==> src/rtl/mvm_frame_driver.sv <==
// Streams a 12-word operand frame (x then row-major M) to a multiplier and
// collects the three 16-bit row results it returns.
module mvm_frame_driver (
    input  logic        clk,
    input  logic        reset,
    input  logic        ld_en,
    input  logic [3:0]  ld_addr,
    input  logic [7:0]  ld_data,
    input  logic        start,
    output logic [7:0]  out_data,
    output logic        out_valid,
    input  logic        out_ready,
    input  logic [15:0] in_data,
    input  logic        in_valid,
    output logic        in_ready,
    output logic [15:0] res0,
    output logic [15:0] res1,
    output logic [15:0] res2,
    output logic        busy,
    output logic        done,
    output logic [7:0]  frame_cnt
);

    typedef enum logic [1:0] {IDLE, SEND, RECV, DONE} state_t;

    state_t      state;
    state_t      state_next;
    logic [7:0]  buffer [12];
    logic [3:0]  index;
    logic [1:0]  slot;
    logic [15:0] slot0;
    logic [15:0] slot1;

    always_ff @(posedge clk or negedge reset) begin
        if (!reset) state <= IDLE;
        else        state <= state_next;
    end

    always_comb begin
        state_next = state;
        case (state)
            IDLE: if (start) state_next = SEND;
            SEND: if (out_ready && index == 4'd11) state_next = RECV;
            RECV: if (in_valid && slot == 2'd2) state_next = DONE;
            DONE: state_next = IDLE;
            default: state_next = IDLE;
        endcase
    end

    // Operand buffer only accepts writes while idle so a frame in flight never changes.
    always_ff @(posedge clk or negedge reset) begin
        if (!reset) begin
            for (int i = 0; i < 12; i++) buffer[i] <= '0;
        end else if (state == IDLE && ld_en && ld_addr <= 4'd11) begin
            buffer[ld_addr] <= ld_data;
        end
    end

    always_ff @(posedge clk or negedge reset) begin
        if (!reset) begin
            index     <= '0;
            slot      <= '0;
            slot0     <= '0;
            slot1     <= '0;
            res0      <= '0;
            res1      <= '0;
            res2      <= '0;
            frame_cnt <= '0;
        end else begin
            case (state)
                IDLE: begin
                    index <= '0;
                    slot  <= '0;
                end
                SEND: begin
                    if (out_ready) index <= (index == 4'd11) ? 4'd0 : index + 4'd1;
                end
                RECV: begin
                    if (in_valid) begin
                        slot <= slot + 2'd1;
                        case (slot)
                            2'd0: slot0 <= in_data;
                            2'd1: slot1 <= in_data;
                            default: begin
                                // All three results are published on the same edge.
                                res0 <= slot0;
                                res1 <= slot1;
                                res2 <= in_data;
                            end
                        endcase
                    end
                end
                DONE: frame_cnt <= frame_cnt + 8'd1;
                default: ;
            endcase
        end
    end

    assign out_valid = (state == SEND);
    assign out_data  = out_valid ? buffer[index] : 8'd0;
    assign in_ready  = (state == RECV);
    assign busy      = (state != IDLE);
    assign done      = (state == DONE);

endmodule
==> config.mk <==
export PLATFORM = sky130hd
export DESIGN_NAME = mvm_frame_driver
export DESIGN_NICKNAME = d
export VERILOG_FILES = /design/src/rtl/mvm_frame_driver.sv
export SDC_FILE = /design/constraint.sdc
export NUM_CORES = 1
export LEC_CHECK = 0
export BUFFER_PORTS_ARGS = -buffer_cell sky130_fd_sc_hd__buf_4
export CORE_UTILIZATION = 65
export CTS_BUF_LIST = sky130_fd_sc_hd__clkbuf_8
export DETAILED_ROUTE_END_ITERATION = 10
export GPL_ROUTABILITY_DRIVEN = 0
export PLACE_DENSITY = 0.88
export SETUP_SLACK_MARGIN = 0.2
export SYNTH_ARGS = -nofsm -noshare
export SYNTH_HDL_FRONTEND = slang
export SYNTH_SLANG_ARGS = --single-unit
==> constraint.sdc <==
create_clock -name clk -period 4.12 [get_ports clk]
set_input_delay 0.618 -clock clk [delete_from_list [all_inputs] [get_ports clk]]
set_output_delay 0.618 -clock clk [all_outputs]
set_load 0.01 [all_outputs]
==> summary.md <==
| Metric | Value |
|---|---|
| DRC | 0 |
| Die Area | 13300 µm² |
| Design Area, Final | 9640 µm² |
| Setup TNS | 0 ns |
| P per Cell Area | 675 nW/µm² |
| Critical path arrival | 2.77 ns |
| Via count | 5021 |
| Async set-reset flop share out of synthesis | 100% |
| Die Width | 115 µm |
| Worst setup SP type | flop |
| Antenna viol nets, final | 0 |
| Syn Std Cell Area | 8370 µm² |
| Req. time, crit path | 3.50 ns |
| HP Class | in2async |
| Worst hold slack | 0.256 ns |
| VDD IR max | 0.485 mV |
| Worst-Margin Slew | 0.954 ns |
| Sequential area share after synthesis | 57.4% |
| Post-synth cell types | 41 |
| Ant. Diodes | 0 |
| First-pass GRT wire length | 28100 µm |
| Clk slew on worst S/H paths | 0.09 ns |
| Post-detailed-placement cell area | 9230 µm² |
| I/O Pins | 102 |
| Overall die height | 115 µm |
| Static leakage | 4.65 nW |
| Num CTS Buffers | 17 |
| Worst clock skew | 0.0120 ns |
| Crit path time final | 3.39 ns |
| Hold Fails Final Rpt | 0 |
| Layout Nets | 705 |
| Post-synth top area share | 57.4% |
| DR WL/cell | 20.7 µm |
| Hold-fix buffers, CTS | 0 |
| Critical path type | reg2out |
| CTS root buffer | clkbuf_8 |
| Post-layout util | 76.7% |
| CTS tree | done |
| Seq cells post-synth | 192 |
| Worst Path Max Fanout | 11 |
| Most frequent cell after synthesis | mux2_2 |
| Cells after Synth | 570 |
| Syn_nets | 613 |
| Power Total | 6.50 mW |
| Core footprint | 12600 µm² |
| Post-Route WL | 17500 µm |
| Synth area leaders | dfrtp_1 57%, mux2_2 26%, mux4_2 2.2% |
| Sink Count | 192 |
| Yosys warns | 0 |
| Total grt overflow | 0 |
| RSZ-0062 raised after global routing | no |
| Largest net degree at the start of global routing | 107 |
| Share of cells above drive strength 1 | 53.3% |
| Top FF cell, synth | dfrtp_1 |
| Fmax | 295 MHz |
| Vias in the first global route | 5299 |
| Relative slew slack | 36.2% |
| H-Tree Depth | 4 |
| Final period utilization | 82.3% |
| Post-synth EDFFs | 0 |
| Synthesized area per cell | 14.7 µm² |
| Most frequent cells after synthesis | 194 x mux2_2, 192 x dfrtp_1, 19 x nand2_1 |
| DRT iter0 DRCs | 332 |
| Total track usage | 28.8% |
| DRT Pass-1 Iters | 5 |
| Initial antenna violation count | 0 |
| Crit end category | output port |
| Starting Density | 66.6% |
| Final HPWL DP | 12000 µm |
| # rows | 41 |
| Clock Path Buffers | 2 |
| Slew Viols, Final | 0 |
| Area growth syn-to-layout | 15.1% |
| Clk Latency, worst-skew pair | 0.46 ns |
| Post-CTS Setup Inserts | 0 |
| # port buffers | 101 |
| Post-cts resize count | 0 |
| Cell taking the most area after synthesis | dfrtp_1 |
| Final setup viols | 0 |
| Max cap viols | 0 |
| Register Area | 4810 µm² |
| Vias per inst | 5.93 |
| Multi-input gate area | 3380 µm² |
| Fill cell count | 759 |
| Status | finished clean |
==> cells by family (layout without fill, tap and decap cells) <==
| kind of cell | after synthesis | in the layout | synth area share (%) |
|---|---|---|---|
| AND/OR/NAND/NOR | 66 | 66 | 4.71 |
| multiplexers | 214 | 214 | 30.2 |
| flip-flops | 192 | 192 | 57.4 |
| XOR/XNOR | 7 | 7 | 0.732 |
| AO/OA/AOI/OAI | 41 | 41 | 3.35 |
| buffers and inverters | 41 | 146 | 2.32 |
| adder cells (fa/ha/maj) | 9 | 9 | 1.35 |
==> report_power, final <==
| group | switching [mW] | internal, mW | total [mW] |
|---|---|---|---|
| logic | 0.908 | 1.28 | 2.18 |
| registers | 0.461 | 2.63 | 3.09 |
| clock network | 0.665 | 0.565 | 1.23 |
| total | 2.03 | 4.47 | 6.50 |
==> per-layer routing <==
metal  routed length [µm]  share of wire (%)  GRT usage (%)  up-vias
met4                  442                2.5           12.1        0
met1                 7310                 42           37.8     2578
li1                     -                  -              -     2233
met5                    0                  0              0        -
met3                  969                5.5           8.11       33
met2                 8810                 50           45.4      177
==> registers in the layout, summed over array words and instances, names as in the netlist <==
name,count
state,2
slot1,16
res2,16
index,4
buffer,96
frame_cnt,8
res0,16
res1,16
slot0,16
slot,2
==> worst paths after layout <==
path | slack (ns) | end | depth (start not counted) | from
worst max-delay path | 0.73 | out_data[2] | 6 | state[1]
worst min-delay path | 0.26 | frame_cnt[5] | 1 | reset
worst max register to register | 1.52 | buffer[69] | 5 | state[0]
worst min register to register | 0.47 | frame_cnt[7] | 1 | frame_cnt[7]
max in group asynchronous | 2.81 | buffer[21] | 2 | reset
min in group clk | 0.40 | res2[4] | 2 | in_data[4]
==> layout by cell type, fill, tap and decap left out, types with 4 or more instances in the layout <==
master,netlist,routed
o22ai_1,9,9
mux2_2,194,194
nor2_1,5,5
nor2_2,6,6
nor2b_1,10,10
o31ai_1,8,8
ha_1,9,9
clkbuf_8,0,18
nand2_1,19,19
mux4_2,8,8
a211oi_1,8,8
mux2i_1,4,4
buf_4,4,106
mux2_4,8,8
xnor2_1,4,4
nand3_1,4,4
o21ai_0,10,10
nand2b_1,5,5
dfrtp_1,192,191
clkinv_4,0,6
nand4_1,5,5
inv_1,7,8
==> metrics by stage <==
| step | setup WS, ns | cells |
|---|---|---|
| finish | 0.728 | 847 |
| global placement | 1.36 | 815 |
| CTS | 0.720 | 847 |
| floorplan | 1.73 | 570 |
| global route | 0.557 | 847 |
| detailed placement | 1.27 | 815 |
==> worst max-delay path, stage by stage, from the launching register on <==
cell	delay [ns]
dfrtp_1	0.42
inv_1	0.09
ha_1	0.37
nor2b_1	0.59
o21ai_0	0.27
o31ai_1	0.38
buf_4	0.19
==> layout make-up <==
cell class	instances	share of cell area [%]
Clock buffer	18	2.57
Multi-Input combinational cell	337	35.1
Timing Repair Buffer	107	8.37
Tap cell	172	2.23
Clock inverter	14	1.64
Sequential cell	192	49.9
Inverter	7	0.273
(Power assumes the default switching activity.)
